--- src/rtl/divu_hilo.sv ---
// Unsigned restoring divider that writes the HI/LO register pair, one quotient bit per clock.
// It also handles MTHI/MTLO writes and raises the pipeline stall request for DIVU.
module divu_hilo #(
  parameter int WIDTH = 32
) (
  input  logic             clk,
  input  logic             rst,
  input  logic             start,
  input  logic [WIDTH-1:0] dividend,
  input  logic [WIDTH-1:0] divisor,
  input  logic             flush,
  input  logic             hi_we,
  input  logic             lo_we,
  input  logic [WIDTH-1:0] mt_data,
  output logic             busy,
  output logic             done,
  output logic             stall,
  output logic [WIDTH-1:0] hi,
  output logic [WIDTH-1:0] lo
);

  localparam int CW = $clog2(WIDTH) + 1;

  typedef enum logic [1:0] {IDLE, RUN, DONE} state_t;

  state_t           state_q, state_d;
  logic [CW-1:0]    cnt_q, cnt_d;
  logic [WIDTH-1:0] quo_q, quo_d;
  logic [WIDTH-1:0] rem_q, rem_d;
  logic [WIDTH-1:0] dvs_q, dvs_d;
  logic [WIDTH-1:0] hi_q, hi_d;
  logic [WIDTH-1:0] lo_q, lo_d;
  logic             busy_q, busy_d;
  logic             done_q, done_d;

  logic [WIDTH:0]   rem_sh, trial;
  logic [WIDTH-1:0] rem_nx, quo_nx;

  // One restoring step. Because rem < divisor always holds, the shifted
  // remainder fits in WIDTH+1 bits, so the top bit of trial is the borrow.
  always_comb begin
    rem_sh = {rem_q, quo_q[WIDTH-1]};
    trial  = rem_sh - {1'b0, dvs_q};
    if (trial[WIDTH]) begin
      rem_nx = rem_sh[WIDTH-1:0];
      quo_nx = {quo_q[WIDTH-2:0], 1'b0};
    end else begin
      rem_nx = trial[WIDTH-1:0];
      quo_nx = {quo_q[WIDTH-2:0], 1'b1};
    end
  end

  always_comb begin
    state_d = state_q;
    cnt_d   = cnt_q;
    quo_d   = quo_q;
    rem_d   = rem_q;
    dvs_d   = dvs_q;
    hi_d    = hi_q;
    lo_d    = lo_q;
    busy_d  = 1'b0;
    done_d  = 1'b0;
    case (state_q)
      IDLE: begin
        if (hi_we) hi_d = mt_data;
        if (lo_we) lo_d = mt_data;
        if (start && !flush) begin
          state_d = RUN;
          cnt_d   = CW'(WIDTH);
          quo_d   = dividend;
          rem_d   = '0;
          dvs_d   = divisor;
          busy_d  = 1'b1;
        end
      end
      RUN: begin
        if (flush) begin
          state_d = IDLE;
          cnt_d   = '0;
        end else begin
          quo_d = quo_nx;
          rem_d = rem_nx;
          cnt_d = cnt_q - CW'(1);
          if (cnt_q == CW'(1)) begin
            // The result write takes priority over any MTHI/MTLO this cycle.
            hi_d    = rem_nx;
            lo_d    = quo_nx;
            state_d = DONE;
            done_d  = 1'b1;
          end else begin
            busy_d = 1'b1;
          end
        end
      end
      DONE: begin
        state_d = IDLE;
      end
      default: begin
        state_d = IDLE;
        cnt_d   = '0;
      end
    endcase
  end

  always_ff @(posedge clk or posedge rst) begin
    if (rst) begin
      state_q <= IDLE;
      cnt_q   <= '0;
      quo_q   <= '0;
      rem_q   <= '0;
      dvs_q   <= '0;
      hi_q    <= '0;
      lo_q    <= '0;
      busy_q  <= 1'b0;
      done_q  <= 1'b0;
    end else begin
      state_q <= state_d;
      cnt_q   <= cnt_d;
      quo_q   <= quo_d;
      rem_q   <= rem_d;
      dvs_q   <= dvs_d;
      hi_q    <= hi_d;
      lo_q    <= lo_d;
      busy_q  <= busy_d;
      done_q  <= done_d;
    end
  end

  assign busy  = busy_q;
  assign done  = done_q;
  assign hi    = hi_q;
  assign lo    = lo_q;
  // The issuing DIVU stalls in its own cycle. The stall is held low while rst is high.
  assign stall = ~rst & (busy_q | (start & (state_q == IDLE) & ~flush));

endmodule

--- config.mk ---
export PLATFORM = sky130hd
export DESIGN_NAME = divu_hilo
export DESIGN_NICKNAME = d
export VERILOG_FILES = /design/src/rtl/divu_hilo.sv
export SDC_FILE = /design/constraint.sdc
export NUM_CORES = 1
export LEC_CHECK = 0
export BUFFER_PORTS_ARGS = -buffer_cell sky130_fd_sc_hd__buf_4
export CAP_MARGIN = 20
export CORE_MARGIN = 2
export CORE_UTILIZATION = 45
export DETAILED_ROUTE_END_ITERATION = 8
export GPL_TIMING_DRIVEN = 0
export PLACE_DENSITY = 0.67
export SLEW_MARGIN = 20
export SYNTH_ARGS = -nofsm -noshare
export SYNTH_HDL_FRONTEND = slang
export SYNTH_SLANG_ARGS = --single-unit
--- constraint.sdc ---
create_clock -name clk -period 11.4 [get_ports clk]
set_input_delay 1.71 -clock clk [delete_from_list [all_inputs] [get_ports clk]]
set_output_delay 1.71 -clock clk [all_outputs]
set_load 0.01 [all_outputs]
# After elaboration in Yosys (flattened, before gate mapping)
# Index checks and enable logic that the tools add are counted.
[word_totals] word_cells=67 input_bits=102 register_bits=170
[classes] addsub=2 n_reduce_logical=10 n_eq_ne=9 bitwise_logic=7 mux=30
[ops] operator="$mux 32" n=11
[ops] operator="$pmux 32 s2" n=4
[ops] operator="$sub 33x32->33" n=1
[ops] operator="$pmux 6 s3" n=1
[ops] operator="$mux 6" n=2
[ops] operator="$ne 2x2->1 const B" n=5
[ops] operator="$reduce_and 4->1" n=2
[ops] operator="$mux 1" n=7
[ops] operator="$eq 6x1->1 const B" n=1
[ops] operator="$mux 2" n=3
[ops] operator="$reduce_and 2->1" n=3
[ops] operator="$sub 6x1->6 const B" n=1
[ops] operator="$pmux 2 s2" n=1
[ops] operator="$and 1x1->1" n=3
[ops] operator="$ne 3x3->1 const B" n=1
[ops] operator="$not 1->1" n=3
[ops] operator="$reduce_and 3->1" n=1
[ops] operator="$eq 2x1->1 const B" n=1
[ops] operator="$eq 2x2->1 const B" n=1
[ops] operator="$logic_not 2->1" n=1
[ops] operator="$pmux 1 s2" n=1
[ops] operator="$reduce_bool 2->1" n=1
[ops] operator="$logic_and 1x1->1" n=1
[ops] operator="$logic_not 1->1" n=1
[ops] operator="$or 1x1->1" n=1

# Logic depth before layout (Yosys ltp)
[logic_depth] word_depth=5 depth_mapped=13 ltp_nobuf=12

# Worst setup path after synthesis
# No wires, ideal clock.
[synth_path] path_kind="input-to-output" from="input flush" to="output stall" path_stages=6 required_time_ns=9.690 n_path_buf=1 arrival_time_ns=2.632 setup_slack_ns=7.058 cell_sequence="nor2_1 > o21ai_1 > nor2_1 > clkbuf_1 > nor2_1 > nor2_1"
[synth_between] elab_chain_len=4
[synth_lines] element="from (decl)" line_no="11" rtl="input logic flush,"
[synth_lines] element="$not 1->1" line_no="134" rtl="assign stall = ~rst & (busy_q | (start & (state_q == IDLE) & ~flush));"
[synth_lines] element="$and 1x1->1" line_no="134"
[synth_lines] element="$or 1x1->1" line_no="134"
[synth_lines] element="$and 1x1->1" line_no="134"
[synth_lines] element="to (decl)" line_no="17" rtl="output logic stall,"
# No other way between the ends.

# Worst setup path after layout
# Same ends and word-level chain as after synthesis.

==> flow_summary.rst <==
.. list-table::
   :header-rows: 1

   * - Metric
     - Value
   * - Most common cell after layout, fill and taps aside
     - sky130_fd_sc_hd__nand2_1
   * - Worst Path Class, Setup
     - in2out
   * - Number of setup buffers added after CTS
     - 0
   * - Clock transition at the registers of the reported paths
     - 0.08 ns
   * - Overflow left after global routing
     - 0
   * - Inserted Clock Buffers
     - 17
   * - Count of flip-flops with a built-in enable after synthesis
     - 0
   * - CTS sink count
     - 170
   * - TNS Setup
     - 0 ns
   * - Number of levels the H-tree was split into
     - 4
   * - Net count after synthesis
     - about 1,200
   * - Share of Yosys cell area claimed by the top area cell type
     - 46.1%
   * - Share of total power in combinational logic
     - around half
   * - N_diodes
     - 0
   * - Detailed-route wire length
     - about 29,000 um
   * - Worst supply voltage drop on vdd
     - 0.000149 V
   * - Critical path arrival
     - between 3 and 4 ns
   * - Origin of the worst min-delay path
     - quo_q[20]$_DFFE_PP0P_
   * - Total of flip-flops plus latches after synthesis
     - 170
   * - Largest area contributor in the synthesized netlist
     - sky130_fd_sc_hd__dfrtp_1
   * - Reg-to-reg endpoint
     - hi[8]$_DFFE_PP0P_
   * - Endpoint kind of the worst setup timing path
     - output port
   * - Buffer levels on the longest clock path
     - 2
   * - Share of flip-flops with an asynchronous set or reset
     - 100%
   * - Number of iterations in the first detailed-routing pass
     - 5
   * - Number of antenna violations at the first check in global routing
     - 0
   * - Seq pwr share
     - between 30% and 40%
   * - Maximum number of pins on one net before global-route repair
     - 100
   * - Number of gates given a new drive strength after cts
     - 0
   * - Seq/Total Area, Yosys
     - between 40 and 50%
   * - Chip width
     - 147 um
   * - Outcome
     - finished, final reports clean
   * - Share of post-route cells with drive strength above 1
     - 18.5%
   * - Final Hold Slack
     - approximately 0.49 ns
   * - Weighted congestion reported at the end of routability-driven placement
     - 0.898
   * - Area contributors post-synth
     - sky130_fd_sc_hd__dfrtp_1, sky130_fd_sc_hd__nand2_1, sky130_fd_sc_hd__a31oi_1, sky130_fd_sc_hd__o21ai_0, sky130_fd_sc_hd__ha_1
   * - Maximum Capacitance Violations
     - 0
   * - Share of the clock period used by the worst path
     - a little over two fifths
   * - Count of yosys warnings during synthesis
     - 0
   * - Met3 Usage GRT
     - ~4.9%
   * - Number of design rule violations left after detail routing
     - 0
   * - HPWL Detailed
     - 22,100 um
   * - Global-route wire length before repair
     - 45,000 um
   * - Power Dens Cells
     - roughly 250 nW/um^2
   * - Max-Slew Margin vs Limit
     - between 20% and 30%
   * - Share of total power in the clock network
     - around 20%
   * - Final setup violation count
     - 0
   * - Worst Max-Slew Pin Slew
     - between 1 and 1.5 ns
   * - Post-route antenna net violation count
     - 0
   * - Die area
     - roughly 22,000 sq um
   * - Maximum achievable frequency
     - 201 MHz
   * - DIE HEIGHT
     - approximately 150 um
   * - Met2 usage in global routing
     - a little over two fifths
   * - DR vias/cell
     - between 5 and 6
   * - Required time worst endpoint
     - 9.69 ns
   * - Top fanout value on the critical path
     - 10
   * - Switching fraction of total power
     - a little over two fifths
   * - Leak pwr
     - around 5.3 nW
   * - Fin Clk Skew
     - 0.0140 ns
   * - Commonest cells after routing, fill and taps aside
     - sky130_fd_sc_hd__nand2_1, sky130_fd_sc_hd__buf_4, sky130_fd_sc_hd__dfrtp_1
   * - Reported net switching power
     - between 1 and 1.5 mW
   * - Number of cells in the design after placement
     - 1,507
   * - R2R cell count
     - 11
   * - Worst Hold Path Cells
     - 2
   * - Path type of the worst min-delay path
     - reg2reg
   * - Min-Delay Endpoint
     - quo_q[20]$_DFFE_PP0P_
   * - Gate count of the mapped netlist
     - roughly 1,100
   * - Final hold violation count
     - 0
   * - Fin crit period
     - about 5 ns
   * - Most Used Layer, Global Route
     - met2
   * - Overall power consumption
     - ~2.9 mW
   * - Number of global-route vias before repair
     - between 8,000 and 9,000
   * - Area of the core
     - approximately 20,000 sq um
   * - Most used DFF post-synth
     - sky130_fd_sc_hd__dfrtp_1
   * - Count of input and output buffers
     - approximately 170
   * - Reg2reg start
     - rem_q[15]$_DFFE_PP0P_
   * - Clk Tree Root Cell
     - sky130_fd_sc_hd__clkbuf_16
   * - Post-synth design cell area
     - 9220 sq um
   * - Io pins
     - 169
   * - Met1 track utilization from global routing
     - 37.8%
   * - Final net count
     - between 1,000 and 1,500
   * - Number of pins exceeding their max-slew limit in the final report
     - 0
   * - Global-route total usage across every layer
     - between 20% and 30%
   * - Clock insertion delay at the later pin of the skew report
     - 0.44 ns
   * - Overall via count from detail_route
     - a little under 9,000
   * - Clock tree from TritonCTS
     - yes
   * - Non-filler instance count after layout
     - between 1,500 and 2,000
   * - Number of distinct standard cells referenced by the synthesized netlist
     - 68
   * - Average footprint of a synthesized cell
     - approximately 8.6 sq um
   * - Core utilization of the finished layout
     - a little under three fifths
   * - Hold_buf cts
     - 0
   * - Unrepaired setup endpoints after global routing
     - false
   * - Initial cell density of the core
     - a little under half
   * - Wire length per cell
     - ~19 um
   * - Critical path launch point type
     - input port
   * - Cell-internal power
     - roughly 1.6 mW
   * - Layout-stage area growth over the synthesis result
     - 24.2%
   * - Reg-to-reg slack, setup
     - 8.00 ns
   * - Violation count after the first detailed-routing iteration
     - 738
   * - Num rows
     - between 50 and 60
-- cell type report --
type	instances	area, sq um
repair buffers	169	1290
well taps	270	338
plain buffers	66	284
flip-flops and latches	170	4250
inverters	43	169
clock inverters	15	175
multi-input cells	789	4520
clock buffers	17	425
fillers	1896	8710
-- power groups by stage --
stage | clock [mW] | sequential, mW | combinational, mW
after detailed placement | 0 | 0.885 | 1.37
after floorplan | 0 | 0.883 | 0.921
after CTS | 0.593 | 0.876 | 1.38
final | 0.587 | 0.878 | 1.39
after global placement | 0 | 0.885 | 1.35
after global routing | 0.622 | 0.895 | 1.53
-- Yosys cell counts (all sizes together) (4+ instances only) --
cell type,instances
xor2,11
buf,14
nor3,23
nand2,188
a31oi,102
clkbuf,52
o21ai,104
nor2b,7
dfrtp,170
xnor2,11
nand4,6
o211ai,4
a211oi,5
a21o,18
nor2,113
and2,10
a21oi,46
mux2i,6
nand3,7
nand2b,10
ha,34
inv,43
or3,7
o21a,9
and3,10
o221ai,7
-- kinds of logic (layout without fill, tap and decap cells) --
kind of cell,count (synthesis),count (layout),share of synthesized area [%]
AO/OA/AOI/OAI,333,333,22.9
XOR/XNOR,22,22,2.09
adder cells (fa/ha/maj),35,35,4.83
buffers and inverters,109,310,4.83
flip-flops,170,170,46.1
multiplexers,7,7,0.773
AND/OR/NAND/NOR,392,392,18.4
-- critical path, stage by stage --
cell and delay [ns]:
sky130_fd_sc_hd__buf_4 0.13, sky130_fd_sc_hd__nor2_1 0.15, sky130_fd_sc_hd__o21ai_1 0.25, sky130_fd_sc_hd__nor2_1 0.30, sky130_fd_sc_hd__clkbuf_1 0.43, sky130_fd_sc_hd__nor2_1 0.08
sky130_fd_sc_hd__nor2_1 0.10, sky130_fd_sc_hd__buf_4 0.12
-- state kept, by name (all words and copies together) (netlist names), 2 cells and up --
register,cells
cnt_q,6
dvs_q,32
hi,32
lo,32
quo_q,32
rem_q,32
state_q,2
-- stage by stage --
step                area, sq um  setup WS, ns
floorplan                  9220          5.09
global placement          10800          2.95
detailed placement        10900          6.41
CTS                       11500          6.40
global route              11500          6.18
finish                    11500          6.42
-- worst max-delay path by stage --
stage	startpoint	to	slack (ns)	depth (start not counted)
after floorplan	rst	busy$_DFF_PP0_	5.09	1
after global placement	rst	lo[26]$_DFFE_PP0P_	2.95	2
after detailed placement	flush	stall	6.41	8
after CTS	flush	stall	6.40	8
after global routing	flush	stall	6.18	8
final	flush	stall	6.42	8
-- layer usage --
metal / vias to the layer above / share of wire (%)
met5: - / 0
met4: 0 / 2.0
met3: 37 / 5.9
met2: 278 / 47
met1: 4200 / 45
li1: 4148 / -
No activity file was read; power rests on OpenSTA's default activity.
